## src/rtl/mioc_dma_initiator_if.sv

```systemverilog
// MIOC handshake and DRAM bus seen by the 6801-side DMA initiator.
// The master modport is the initiator; the slave modport is the MIOC/DRAM side.
interface mioc_dma_initiator_if;
    logic        DMA_N;
    logic        ADDRBUFEN_N;
    logic        OS3_N;
    logic        IS3_N;
    logic [15:0] DA;
    logic [7:0]  DQ_OUT;
    logic [7:0]  DQ_IN;
    logic        DMREQ_N;
    logic        DWR_N;
    logic        DRD_N;

    modport master (
        output DMA_N, OS3_N, DA, DQ_OUT, DMREQ_N, DWR_N, DRD_N,
        input  ADDRBUFEN_N, IS3_N, DQ_IN
    );

    modport slave (
        input  DMA_N, OS3_N, DA, DQ_OUT, DMREQ_N, DWR_N, DRD_N,
        output ADDRBUFEN_N, IS3_N, DQ_IN
    );
endinterface

```

## src/rtl/mioc_dma_initiator.sv

```systemverilog
// 6801-side DMA master: requests the Z80 bus from the MIOC, moves a block of
// bytes between a byte stream and DRAM, then releases and notifies completion.
module mioc_dma_initiator #(
    parameter int unsigned GRANT_TIMEOUT = 255
) (
    input  logic                        B_PHI,
    input  logic                        RST_N,
    mioc_dma_initiator_if.master        bus,
    input  logic                        START,
    input  logic                        DIR,
    input  logic [15:0]                 START_ADDR,
    input  logic [7:0]                  LEN,
    input  logic [7:0]                  SRC_DATA,
    input  logic                        SRC_VALID,
    output logic                        SRC_READY,
    output logic [7:0]                  SNK_DATA,
    output logic                        SNK_VALID,
    output logic                        BUSY,
    output logic                        DONE,
    output logic                        ERR
);

    typedef enum logic [2:0] {
        IDLE, REQ, ADDR, STROBE, RECOV, RELEASE, NOTIFY, WAITACK
    } state_t;

    localparam logic [7:0] TIMER_LAST = 8'(GRANT_TIMEOUT - 1);

    state_t      state, state_n;
    logic [1:0]  gnt_sync;
    logic [1:0]  ack_sync;
    logic        dir_q;
    logic [15:0] addr;
    logic [7:0]  cnt;
    logic [7:0]  timer;
    logic        strb_2nd;
    logic [7:0]  dq_out;
    logic [7:0]  sample;
    logic        err;
    logic        done;

    logic        dma_n, os3_n, dmreq_n, dwr_n, drd_n;
    logic        src_ready, snk_valid;
    logic        grant_lost;
    logic        ack_low;

    assign grant_lost = gnt_sync[1];
    assign ack_low    = ~ack_sync[1];

    always_ff @(posedge B_PHI) begin
        if (!RST_N) begin
            state    <= IDLE;
            gnt_sync <= '1;
            ack_sync <= '1;
            dir_q    <= 1'b0;
            addr     <= '0;
            cnt      <= '0;
            timer    <= '0;
            strb_2nd <= 1'b0;
            dq_out   <= '0;
            sample   <= '0;
            err      <= 1'b0;
            done     <= 1'b0;
        end else begin
            state    <= state_n;
            gnt_sync <= {gnt_sync[0], bus.ADDRBUFEN_N};
            ack_sync <= {ack_sync[0], bus.IS3_N};
            done     <= (state == WAITACK) && !ack_low;
            strb_2nd <= (state == STROBE) && !strb_2nd;
            case (state)
                IDLE: begin
                    if (START) begin
                        dir_q <= DIR;
                        addr  <= START_ADDR;
                        cnt   <= LEN;
                        timer <= '0;
                        err   <= 1'b0;
                    end
                end
                REQ: begin
                    timer <= timer + 8'd1;
                    if (grant_lost && timer == TIMER_LAST) err <= 1'b1;
                end
                ADDR: begin
                    if (grant_lost) err <= 1'b1;
                    else if (dir_q && SRC_VALID) dq_out <= SRC_DATA;
                end
                STROBE: begin
                    if (grant_lost) err <= 1'b1;
                    else if (strb_2nd && !dir_q) sample <= bus.DQ_IN;
                end
                RECOV: begin
                    // an aborted byte leaves address and count untouched
                    if (grant_lost) err <= 1'b1;
                    else begin
                        addr <= addr + 16'd1;
                        cnt  <= cnt - 8'd1;
                    end
                end
                default: ;
            endcase
        end
    end

    always_comb begin
        state_n   = state;
        dma_n     = 1'b1;
        os3_n     = 1'b1;
        dmreq_n   = 1'b1;
        dwr_n     = 1'b1;
        drd_n     = 1'b1;
        src_ready = 1'b0;
        snk_valid = 1'b0;
        case (state)
            IDLE: begin
                if (START) state_n = REQ;
            end
            REQ: begin
                dma_n = 1'b0;
                if (!grant_lost) state_n = ADDR;
                else if (timer == TIMER_LAST) state_n = RELEASE;
            end
            ADDR: begin
                dma_n = 1'b0;
                if (grant_lost) state_n = RELEASE;
                else if (dir_q) begin
                    // the memory request only goes out once the byte is in hand
                    src_ready = 1'b1;
                    if (SRC_VALID) begin
                        dmreq_n = 1'b0;
                        state_n = STROBE;
                    end
                end else begin
                    dmreq_n = 1'b0;
                    state_n = STROBE;
                end
            end
            STROBE: begin
                dma_n   = 1'b0;
                dmreq_n = 1'b0;
                if (dir_q) dwr_n = 1'b0;
                else       drd_n = 1'b0;
                if (grant_lost) state_n = RELEASE;
                else if (strb_2nd) state_n = RECOV;
            end
            RECOV: begin
                dma_n     = 1'b0;
                snk_valid = !dir_q && !grant_lost;
                if (grant_lost || cnt == 8'd1) state_n = RELEASE;
                else state_n = ADDR;
            end
            RELEASE: begin
                if (grant_lost) state_n = err ? IDLE : NOTIFY;
            end
            NOTIFY: begin
                os3_n = 1'b0;
                if (ack_low) state_n = WAITACK;
            end
            WAITACK: begin
                if (!ack_low) state_n = IDLE;
            end
            default: state_n = IDLE;
        endcase
    end

    assign bus.DMA_N   = dma_n;
    assign bus.OS3_N   = os3_n;
    assign bus.DMREQ_N = dmreq_n;
    assign bus.DWR_N   = dwr_n;
    assign bus.DRD_N   = drd_n;
    assign bus.DA      = addr;
    assign bus.DQ_OUT  = dq_out;
    assign SRC_READY   = src_ready;
    assign SNK_DATA    = sample;
    assign SNK_VALID   = snk_valid;
    assign BUSY        = (state != IDLE);
    assign DONE        = done;
    assign ERR         = err;

endmodule

```

## src/flat_wrapper.sv

```systemverilog
// flat-port wrapper written by rule: the top's interface ports become plain ports
module mioc_dma_initiator_flat 
#(
    parameter int unsigned GRANT_TIMEOUT = 255
)
  (B_PHI, RST_N, START, DIR, START_ADDR, LEN, SRC_DATA, SRC_VALID, SRC_READY, SNK_DATA, SNK_VALID, BUSY, DONE, ERR, bus_DMA_N, bus_OS3_N, bus_DA, bus_DQ_OUT, bus_DMREQ_N, bus_DWR_N, bus_DRD_N, bus_ADDRBUFEN_N, bus_IS3_N, bus_DQ_IN);
  mioc_dma_initiator_if bus_i ();
  input  logic B_PHI;
  input  logic RST_N;
  input  logic START;
  input  logic DIR;
  input  logic [15:0] START_ADDR;
  input  logic [7:0] LEN;
  input  logic [7:0] SRC_DATA;
  input  logic SRC_VALID;
  output logic SRC_READY;
  output logic [7:0] SNK_DATA;
  output logic SNK_VALID;
  output logic BUSY;
  output logic DONE;
  output logic ERR;
  output wire logic [$bits(bus_i.DMA_N)-1:0] bus_DMA_N;
  output wire logic [$bits(bus_i.OS3_N)-1:0] bus_OS3_N;
  output wire logic [$bits(bus_i.DA)-1:0] bus_DA;
  output wire logic [$bits(bus_i.DQ_OUT)-1:0] bus_DQ_OUT;
  output wire logic [$bits(bus_i.DMREQ_N)-1:0] bus_DMREQ_N;
  output wire logic [$bits(bus_i.DWR_N)-1:0] bus_DWR_N;
  output wire logic [$bits(bus_i.DRD_N)-1:0] bus_DRD_N;
  input wire logic [$bits(bus_i.ADDRBUFEN_N)-1:0] bus_ADDRBUFEN_N;
  input wire logic [$bits(bus_i.IS3_N)-1:0] bus_IS3_N;
  input wire logic [$bits(bus_i.DQ_IN)-1:0] bus_DQ_IN;
  assign bus_DMA_N = bus_i.DMA_N;
  assign bus_OS3_N = bus_i.OS3_N;
  assign bus_DA = bus_i.DA;
  assign bus_DQ_OUT = bus_i.DQ_OUT;
  assign bus_DMREQ_N = bus_i.DMREQ_N;
  assign bus_DWR_N = bus_i.DWR_N;
  assign bus_DRD_N = bus_i.DRD_N;
  assign bus_i.ADDRBUFEN_N = bus_ADDRBUFEN_N;
  assign bus_i.IS3_N = bus_IS3_N;
  assign bus_i.DQ_IN = bus_DQ_IN;
  mioc_dma_initiator #(.GRANT_TIMEOUT(GRANT_TIMEOUT)) u_core (.B_PHI(B_PHI), .RST_N(RST_N), .bus(bus_i), .START(START), .DIR(DIR), .START_ADDR(START_ADDR), .LEN(LEN), .SRC_DATA(SRC_DATA), .SRC_VALID(SRC_VALID), .SRC_READY(SRC_READY), .SNK_DATA(SNK_DATA), .SNK_VALID(SNK_VALID), .BUSY(BUSY), .DONE(DONE), .ERR(ERR));
endmodule
```

## config.mk

```make
export PLATFORM = sky130hd
export DESIGN_NAME = mioc_dma_initiator_flat
export DESIGN_NICKNAME = d
export VERILOG_FILES = /design/src/rtl/mioc_dma_initiator_if.sv /design/src/rtl/mioc_dma_initiator.sv /design/src/flat_wrapper.sv
export SDC_FILE = /design/constraint.sdc
export NUM_CORES = 1
export LEC_CHECK = 0
export ABC_AREA = 0
export CAP_MARGIN = 20
export CORE_ASPECT_RATIO = 0.7
export CORE_MARGIN = 3
export CORE_UTILIZATION = 63
export DETAILED_ROUTE_END_ITERATION = 16
export DONT_BUFFER_PORTS = 1
export PLACE_DENSITY = 0.87
export SYNTH_ARGS = -nofsm -noshare
export SYNTH_HDL_FRONTEND = slang
export SYNTH_SLANG_ARGS = --single-unit
```

## constraint.sdc

```tcl
create_clock -name B_PHI -period 2.2 [get_ports B_PHI]
set_clock_uncertainty 0.2 [all_clocks]
set_input_delay 0.11 -clock B_PHI [delete_from_list [all_inputs] [get_ports B_PHI]]
set_output_delay 0.11 -clock B_PHI [all_outputs]
set_load 0.02 [all_outputs]
```

==> results.yml, run 1 <==
logic_synthesis:
  synth_edf_count: 0
  synth_area_leaders: "dfxtp_1, nand2_1, nor2_1"
  yosys_warnings: 0
  yosysSeqAreaShare_pct: 37.8
  synth_flop_cell: "dfxtp_1"
  yosysTopAreaCellShare_pct: 37.8
  syn_avg_cell_area_um2: 7.93
  syn_nets: 446
  async_reset_ff_share_pct: 0
  ys_types: 61
  syn_inst: 394
  netlist_area_mm2: 0.00312
  synth_seq_cells: 59
  yosys.area.top_type: "dfxtp_1"
floorplan:
  fp.coreArea_mm2: 0.00455
  io_pins: 89
  die_y_um: 64.9
  start_util_pct: 68.6
  die-width_um: 90.2
  rows: 20
  dieArea_mm2: 0.00585
clock_network:
  numCtsBuffers: 9
  cts_root_buf: "clkbuf_8"
  cts_tree: "yes"
  clock-sinks: 59
  cts_max_path_buffers: 2
  clk_latency_ns: 0.35
  clkSlewWorstSetupHoldPaths_ns: 0.07
  cts_setup_buffers: 0
  htreeDepth: 3
pwr:
  switchingPower_mw: 1.85
  combPwrFrac_pct: 41.9
  clkPwrFrac_pct: 23.6
  leakagePower_nw: 1.60
  ir_worst_vdd_mv: 0.667
  swShare_pct: 42.4
  power_density_mw_per_mm2: 1090
  internal_power_mw: 2.51
  seqPwrFrac_pct: 34.6
worst_setup_path:
  crit_chain: "buf_6 -> or3b_1 -> buf_12 -> nor3_1 -> buf_4"
  startpoint_type: "flop"
  crit_buf_inv: 3
  r2r-start: "u_core.gnt_sync[1]$_SDFF_PN1_"
  critPathMaxFanout: 45
  crit_slowest_cell: "or3b_1"
  endpoint: "SNK_VALID"
  path_delay_family: "simple AND/OR/NAND/NOR gates"
  endpoint_kind: "output port"
  cp.arrival_ns: 1.81
  r2r_cells: 5
  path_class: "reg -> out"
  cp.depth: 5
  worstReg2RegEnd: "u_core.bus.DA[7]$_SDFFE_PN0P_"
  critPathRequiredTime_ns: 1.89
  r2r_setup_slack_ns: 0.09
  max_stage_delay_ns: 0.40
  crit_path_start: "u_core.state[2]$_SDFFE_PN0P_"
timing:
  finalCritPeriodShare_pct: 96.2
  setup_tns_ns: 0
  slew_violations: 0
  maxSlewHeadroom_pct: 52.9
  min_period_ns: 2.12
  grt_setup_unrepaired: "no"
  final-hold-violation-count: 0
  worst_pin_slew_ns: 0.704
  fmax_mhz: 473
  setup_viol: 0
cells_and_area:
  num-fill-cells: 214
  stdcell_count: 526
  regArea_mm2: 0.00118
  drive_above_1_share_pct: 13.5
  antenna_cells: 0
  areaGrowthSynthToFinish_pct: 27.8
  finalNetCount: 507
  multi_input_area_mm2: 0.00177
drt:
  firstDrtPassIters: 6
  drt_wl_total_mm: 10.2
  drcViolationCount: 0
  num_vias: 3442
  drtIter0Drc: 473
  ant_nets: 0
  viasPerCell: 6.54
  wire_per_inst_um: 19.5
placed_design:
  portBuffers: 0
  place_congestion: 0.931
  dp.cells: 464
  dp_hpwl_mm: 5.67
global_route:
  grt_max_degree: 46
  grt_overflow: 0
  track_usage_pct: 36.4
  grt_pass1_wl_mm: 16.8
  antenna_found_initial: 0
  grt_pass1_vias: 3350
run:
  maxCapViolations: 0
min_path:
  hp-class: "in -> reg"
run_status:
  status: "complete, no violations"
[layer usage]
layer | vias up | track usage [%] | share of wire [%]
met2 | 283 | 60.5 | 45
met1 | 1559 | 42.1 | 38
met4 | 0 | 19.8 | 3.8
met3 | 54 | 11.8 | 13
li1 | 1546 | - | -
met5 | - | 0 | 0
[worst min-delay path by stage]
| stage | from | endpoint | slack [ns] | cells after the start |
|---|---|---|---|---|
| after floorplan | RST_N | u_core.ack_sync[1]$_SDFF_PN1_ | -0.02 | 1 |
| after global placement | RST_N | u_core.ack_sync[1]$_SDFF_PN1_ | -0.01 | 1 |
| after detailed placement | RST_N | u_core.ack_sync[1]$_SDFF_PN1_ | -0.01 | 1 |
| after CTS | START | u_core.ERR$_SDFFE_PN0P_ | 0.03 | 4 |
| after global routing | START | u_core.ERR$_SDFFE_PN0P_ | 0.05 | 4 |
| final | START | u_core.ERR$_SDFFE_PN0P_ | 0.04 | 4 |
[power by group through the flow]
stage,clock (mW),combinational (mW),sequential [mW]
2_1_floorplan,0,1.18,1.50
3_3_place_gp,0,1.56,1.49
3_5_place_dp,0,1.60,1.50
4_1_cts,1.02,1.70,1.48
5_1_grt,1.08,1.98,1.52
6_report,1.03,1.82,1.50
[repair_timing]
action | CTS | global route
gates resized for setup | 0 | 3
hold buffers | 46 | 0
setup endpoints to repair | 0 | 5
endpoints found under the hold margin | 59 | 0
[cells in the final DEF (no fill, tap or decap), drive strengths merged, types with 3 or more instances in the layout]
cell,instances
nand2,50
a32o,3
a31oi,6
clkbuf,10
a21oi,32
buf,31
dfxtp,59
inv,9
a211oi,5
or3,3
and3,6
nor2,46
nor3b,4
nor4,3
a41oi,5
mux2i,12
mux2,4
nand2b,7
clkinv,3
a311oi,3
dlygate4sd3,46
nor3,10
ha,5
o21ai,29
and2,4
nand3,26
[tightest hold or removal path: stages]
cell and delay, ns:
mux2i_1 0.05, o32a_1 0.17, nor2_1 0.09, o211a_1 0.14
[kinds of logic after synthesis]
logic type	after synthesis	share of synthesized area, %
mux	16	5.29
fa+ha+maj	5	2.00
flops	59	37.8
compound gates	111	23.7
buf+inv	36	5.77
simple gates	167	25.4
[state kept, by name, indices dropped and copies added (netlist names)]
register / flops
u_core.DONE: 1
u_core.ERR: 1
u_core.SNK_DATA: 8
u_core.ack_sync: 2
u_core.bus.DA: 16
u_core.bus.DQ_OUT: 8
u_core.cnt: 8
u_core.dir_q: 1
u_core.gnt_sync: 2
u_core.state: 3
u_core.strb_2nd: 1
u_core.timer: 8
[through the flow]
step	hold slack, ns	area, um^2	worst slack [ns]	utilization (%)	power [mW]
floorplan	-0.0170	3120	0.149	-	2.69
global placement	-0.0131	3320	0.253	73.0	3.05
detailed placement	-0.0110	3320	0.198	73.0	3.10
CTS	0.0299	3990	0.0332	87.5	4.21
global route	0.0475	3990	0.00591	87.6	4.58
finish	0.0380	3990	0.0836	87.6	4.35
[area by class of cell]
class / count / area share [%]
clock buffers: 10 / 3.45
clock inverters: 6 / 1.60
multi-input cells: 299 / 44.3
repair buffers: 77 / 18.1
flip-flops and latches: 59 / 29.7
well taps: 66 / 2.07
inverters: 9 / 0.846
[Yosys cell counts, drive strengths merged (3+ instances only)]
| cell | instances |
|---|---|
| a211oi | 5 |
| or3 | 3 |
| nand2 | 50 |
| a21oi | 32 |
| nor2 | 46 |
| clkbuf | 13 |
| a31oi | 6 |
| nor3b | 4 |
| mux2i | 12 |
| o21ai | 29 |
| nor3 | 10 |
| dfxtp | 59 |
| a32o | 3 |
| buf | 14 |
| and3 | 6 |
| a41oi | 5 |
| inv | 8 |
| nand3 | 26 |
| ha | 5 |
| a311oi | 3 |
| mux2 | 4 |
| nand2b | 7 |
| and2 | 4 |
| nor4 | 3 |
Note: power is estimated with default switching activity, not from simulation.
==> run 2, diff against run 1 <==
- CORE_UTILIZATION: 63 -> 65
- PLACE_DENSITY: 0.87 -> 0.89
- clock period: 2.2 -> 2.5 ns (I/O delays scaled with it)
==> run 2 against run 1 <==
Net effect:
- sequential share of layout area is 0.84 points higher
- worst setup slack improved by 0.095 ns
- register-to-register slack better by 0.09 ns
- first-iteration DRC count down 13%
- clock-buffer cell count increased by 1
- routed wire length is 4.6% lower
- global-route usage is 1.1 points lower
- worst hold slack gained 0.0060 ns
- power shrank 14%
- cell count shrank 4.8%
- critical path depth up 1
- die area fell by 2.8%
- critical path type is now reg -> reg
==> results.yml, run 2 (same netlist as run 1, synthesis figures left out) <==
worst_setup_path:
  r2r_setup_slack_ns: 0.18
  crit_chain: "nor2b_1 -> and3_1 -> buf_4 -> nand3_1 -> dlygate4sd3_1 -> a21oi_1"
  critPathMaxFanout: 16
  r2r-start: "u_core.state[1]$_SDFFE_PN0P_"
  path_delay_family: "buffers and inverters"
  max_stage_delay_ns: 0.56
  crit_buf_inv: 2
  r2r_cells: 6
  worstReg2RegEnd: "u_core.bus.DQ_OUT[1]$_SDFFE_PN0P_"
  endpoint_kind: "flop"
  crit_slowest_cell: "dlygate4sd3_1"
  startpoint_type: "flop"
  cp.arrival_ns: 2.40
  critPathRequiredTime_ns: 2.57
  path_class: "reg -> reg"
clock_network:
  cts_tree: "yes"
  clkSlewWorstSetupHoldPaths_ns: 0.07
  cts_max_path_buffers: 2
  cts_setup_buffers: 0
  clock-sinks: 59
  clk_latency_ns: 0.34
  htreeDepth: 3
  cts_root_buf: "clkbuf_8"
  numCtsBuffers: 9
cells_and_area:
  most-common-layout-cells: "dfxtp_1, nand2_1, dlygate4sd3_1, nor2_1, a21oi_1"
  areaGrowthSynthToFinish_pct: 24.1
  final_common_cell: "dfxtp_1"
  antenna_cells: 0
  design_area_mm2: 0.00388
  largest_register_ffs: 16
  finalNetCount: 494
  drive_above_1_share_pct: 10.3
drt:
  viasPerCell: 6.72
  drcViolationCount: 0
  ant_nets: 0
  drt_wl_total_mm: 9.77
  drtIter0Drc: 413
  wire_per_inst_um: 19.5
  firstDrtPassIters: 5
  num_vias: 3367
run:
  maxCapViolations: 0
pwr:
  ir_worst_vdd_mv: 0.504
  power_mw: 3.76
  leakagePower_nw: 1.53
  power_density_mw_per_mm2: 970
global_route:
  antenna_found_initial: 0
  grt_pass1_wl_mm: 15.4
  track_usage_pct: 35.3
  grt_pass1_vias: 3221
  grt_overflow: 0
  grt_max_degree: 46
min_path:
  hold_path_end: "u_core.bus.DA[5]$_SDFFE_PN0P_"
  hp-class: "in -> reg"
  min_path_cells: 4
  hp-start: "START"
floorplan:
  io_pins: 89
  die_y_um: 64.0
  dieArea_mm2: 0.00569
  start_util_pct: 69.7
  rows: 20
  fp.coreArea_mm2: 0.00448
  die-width_um: 88.9
timing:
  setup_viol: 0
  grt_setup_unrepaired: "no"
  slew_violations: 0
  fmax_mhz: 431
  worst_pin_slew_ns: 0.721
  final-hold-violation-count: 0
  finalCritPeriodShare_pct: 92.9
  setup_tns_ns: 0
  maxSlewHeadroom_pct: 51.8
  min_period_ns: 2.32
placed_design:
  place_congestion: 0.904
  dp_hpwl_mm: 5.28
  portBuffers: 0
  dpl_cell_area_mm2: 0.00320
run_status:
  status: "complete, no violations"
==> run 2: cell count changes in the layout (fill, tap and decap cells not counted), sizes merged <==
cell | before | now
buf | 31 | 18
bufinv | 1 | 2
clkbuf | 10 | 11
clkinv | 3 | 1
inv | 9 | 8
==> run 2: routing by layer <==
metal	global-route usage, %	routed length (um)
met2	56.0	4530
met3	12.6	1250
met5	0	0
met1	42.8	3700
met4	15.1	291
==> run 2: per-stage QoR <==
stage          hold slack (ns)  util (%)  std cells  setup WS (ns)
6_report                0.0440      86.6        501          0.179
3_5_place_dp           0.00410      71.4        440          0.285
4_1_cts                 0.0300      86.5        501          0.101
3_3_place_gp           0.00325      71.4        440          0.356
2_1_floorplan         -0.00196         -        394          0.449
5_1_grt                 0.0715      86.6        501         0.0762
==> run 2: where the power goes <==
part	leakage (nW)	total [mW]	internal (mW)	switching [mW]
clock	0.102	0.968	0.583	0.385
sequential	0.481	1.36	1.09	0.271
combinational	0.943	1.43	0.535	0.895
total	1.53	3.76	2.21	1.55
==> run 2: what timing repair did <==
| item | in CTS | in global routing |
|---|---|---|
| resized for setup | 0 | 1 |
| endpoints found under the setup margin | 0 | 1 |
| endpoints found under the hold margin | 51 | 0 |
| hold buffers | 46 | 0 |
==> run 2: worst reg2reg max path, stage by stage, from the launching register on <==
cell and delay [ns]:
dfxtp_2 0.51, nor2b_1 0.32, and3_1 0.25, buf_4 0.21, nand3_1 0.09, dlygate4sd3_1 0.56
a21oi_1 0.12
==> run 2: cell type report <==
type | count | area (um^2)
Timing Repair Buffer | 64 | 608
Clock buffer | 11 | 141
Tap cell | 55 | 68.8
Fill cell | 247 | 602
Sequential cell | 59 | 1180
Inverter | 9 | 33.8
Clock inverter | 4 | 75.1
Multi-Input combinational cell | 299 | 1770
==> run 2: worst max-delay path by stage <==
stage / start / end / slack [ns] / cells past startpoint
4_1_cts: u_core.state[1]$_SDFFE_PN0P_ / u_core.bus.DQ_OUT[1]$_SDFFE_PN0P_ / 0.10 / 6
6_report: u_core.state[1]$_SDFFE_PN0P_ / u_core.bus.DQ_OUT[1]$_SDFFE_PN0P_ / 0.18 / 6
3_5_place_dp: u_core.state[1]$_SDFFE_PN0P_ / u_core.state[2]$_SDFFE_PN0P_ / 0.29 / 5
3_3_place_gp: u_core.state[1]$_SDFFE_PN0P_ / u_core.state[2]$_SDFFE_PN0P_ / 0.36 / 5
5_1_grt: RST_N / u_core.timer[4]$_SDFFE_PN0P_ / 0.08 / 4
2_1_floorplan: u_core.bus.DA[0]$_SDFFE_PN0P_ / u_core.bus.DA[12]$_SDFFE_PN0P_ / 0.45 / 6
==> run 3, diff against run 2 <==
- CORE_UTILIZATION: 65 -> 63
- PLACE_DENSITY: 0.89 -> 0.87
- clock period: 2.5 -> 2.6 ns (I/O delays scaled with it)
==> run 3 against run 2 <==
Net effect:
- power fell by 4.3%
- sequential share of layout area barely moved
- worst setup slack got worse by 0.013 ns
- clock power fell by 2.3%
- utilization fell by 1.5 points
- critical path depth rose by 1
- cell area barely moved
- combinational power fell by 9%
- flip-flop and latch count did not move
- register-to-register slack barely moved
- maximum frequency fell by 4.7%
- largest power group is now sequential cells
==> results.yml, run 3 (same netlist as run 1, synthesis figures left out) <==
run_status:
  status: "complete, no violations"
cells_and_area:
  num-fill-cells: 249
  areaGrowthSynthToFinish_pct: 24.1
  drive_above_1_share_pct: 10.1
  most-common-layout-cells: "dfxtp_1, nand2_1, dlygate4sd3_1, nor2_1, a21oi_1"
  largest_register_ffs: 16
  final_common_cell: "dfxtp_1"
  antenna_cells: 0
  finalNetCount: 491
global_route:
  grt_busiest_layer: "met2"
  antenna_found_initial: 0
  grt_pass1_vias: 3217
  track_usage_pct: 33.9
  grt_pass1_wl_mm: 15.8
  grt_overflow: 0
  grt_use_met2_pct: 55.6
  use_met1_pct: 40.5
  grt_max_degree: 46
  grt_use_met3_pct: 11.7
clock_network:
  cts_max_path_buffers: 2
  clk_latency_ns: 0.34
  cts_tree: "yes"
  clkSlewWorstSetupHoldPaths_ns: 0.07
  htreeDepth: 3
  numCtsBuffers: 9
  cts_setup_buffers: 0
  clock-sinks: 59
  cts_root_buf: "clkbuf_8"
drt:
  drtIter0Drc: 431
  drcViolationCount: 0
  drt_wl_total_mm: 9.64
  wire_per_inst_um: 18.9
  viasPerCell: 6.59
  num_vias: 3363
  firstDrtPassIters: 6
  ant_nets: 0
timing:
  min_period_ns: 2.43
  setup_tns_ns: 0
  setup_viol: 0
  maxSlewHeadroom_pct: 51.7
  fin_hold_ws_ns: 0.0340
  worst_pin_slew_ns: 0.723
  fmax_mhz: 411
  slew_violations: 0
  finalCritPeriodShare_pct: 93.6
  grt_setup_unrepaired: "no"
  final-hold-violation-count: 0
placed_design:
  dp_hpwl_mm: 5.34
  place_congestion: 0.894
  portBuffers: 0
pwr:
  switchingPower_mw: 1.51
  ir_worst_vdd_mv: 0.639
  swShare_pct: 41.9
  power_mw: 3.60
  combPwrFrac_pct: 36.1
  seqPwrFrac_pct: 37.7
  clkPwrFrac_pct: 26.3
  internal_power_mw: 2.09
  power_density_mw_per_mm2: 928
  leakagePower_nw: 1.52
worst_setup_path:
  endpoint_kind: "flop"
  max_stage_delay_ns: 0.57
  r2r_setup_slack_ns: 0.17
  crit_buf_inv: 3
  crit_slowest_cell: "dlygate4sd3_1"
  crit_chain: "buf_4 -> nor2b_1 -> and3_1 -> buf_4 -> nand3_1 -> dlygate4sd3_1 -> a21oi_1"
  path_common_cell: "buf_4"
  startpoint_type: "flop"
  path_delay_family: "buffers and inverters"
  path_class: "reg -> reg"
  cp.arrival_ns: 2.51
  critPathMaxFanout: 13
  critPathRequiredTime_ns: 2.67
floorplan:
  fp.coreArea_mm2: 0.00455
  dieArea_mm2: 0.00585
  die-width_um: 90.2
  rows: 20
  io_pins: 89
  die_y_um: 64.9
  start_util_pct: 68.6
run:
  maxCapViolations: 0
min_path:
  hp-class: "in -> reg"
run 3: stage by stage:
step	std cells	area, um^2	util [%]	setup slack (ns)
finish	510	3880	85.1	0.165
global route	510	3880	85.1	0.0314
CTS	510	3870	85.1	0.182
detailed placement	448	3190	70.1	0.356
global placement	448	3190	70.1	0.444
floorplan	394	3120	-	0.549
run 3: final cells by class:
cell class	count	area, um^2	share of cell area, %
timing repair buffer	61	586	15.1
multi-input combinational	299	1770	45.6
sequential	59	1180	30.5
clock buffer	9	124	3.20
tap	66	82.6	2.13
clock inverter	7	100	2.58
inverter	9	33.8	0.872
run 3: what timing repair did:
action / CTS / global route
setup endpoints to repair: 0 / 2
hold endpoints to repair: 57 / 0
hold buffers: 46 / 0
resized for setup: 0 / 1
run 3: path summary, 6_finish.rpt:
| path | start | end | cells after the start |
|---|---|---|---|
| max | u_core.state[2]$_SDFFE_PN0P_ | u_core.bus.DQ_OUT[7]$_SDFFE_PN0P_ | 7 |
| max reg2reg | u_core.state[2]$_SDFFE_PN0P_ | u_core.bus.DQ_OUT[7]$_SDFFE_PN0P_ | 7 |
| min | START_ADDR[7] | u_core.bus.DA[7]$_SDFFE_PN0P_ | 3 |
| min reg2reg | u_core.gnt_sync[0]$_SDFF_PN1_ | u_core.gnt_sync[1]$_SDFF_PN1_ | 1 |
run 3: routing by layer:
layer,up-vias,wire length [um]
met2,258,4460
met4,0,319
met5,-,0
li1,1512,-
met3,48,1090
met1,1545,3760
run 3: tightest hold or removal path, stage by stage:
cell and delay (ns):
nor2_1 0.02, a41oi_1 0.18, o221a_2 0.21
run 3: power groups by stage:
stage | Sequential [mW] | Clock [mW] | Combinational (mW)
2_1_floorplan | 1.27 | 0 | 0.999
3_3_place_gp | 1.35 | 0 | 1.11
3_5_place_dp | 1.36 | 0 | 1.16
4_1_cts | 1.34 | 0.954 | 1.23
5_1_grt | 1.38 | 0.999 | 1.42
6_report | 1.36 | 0.946 | 1.30
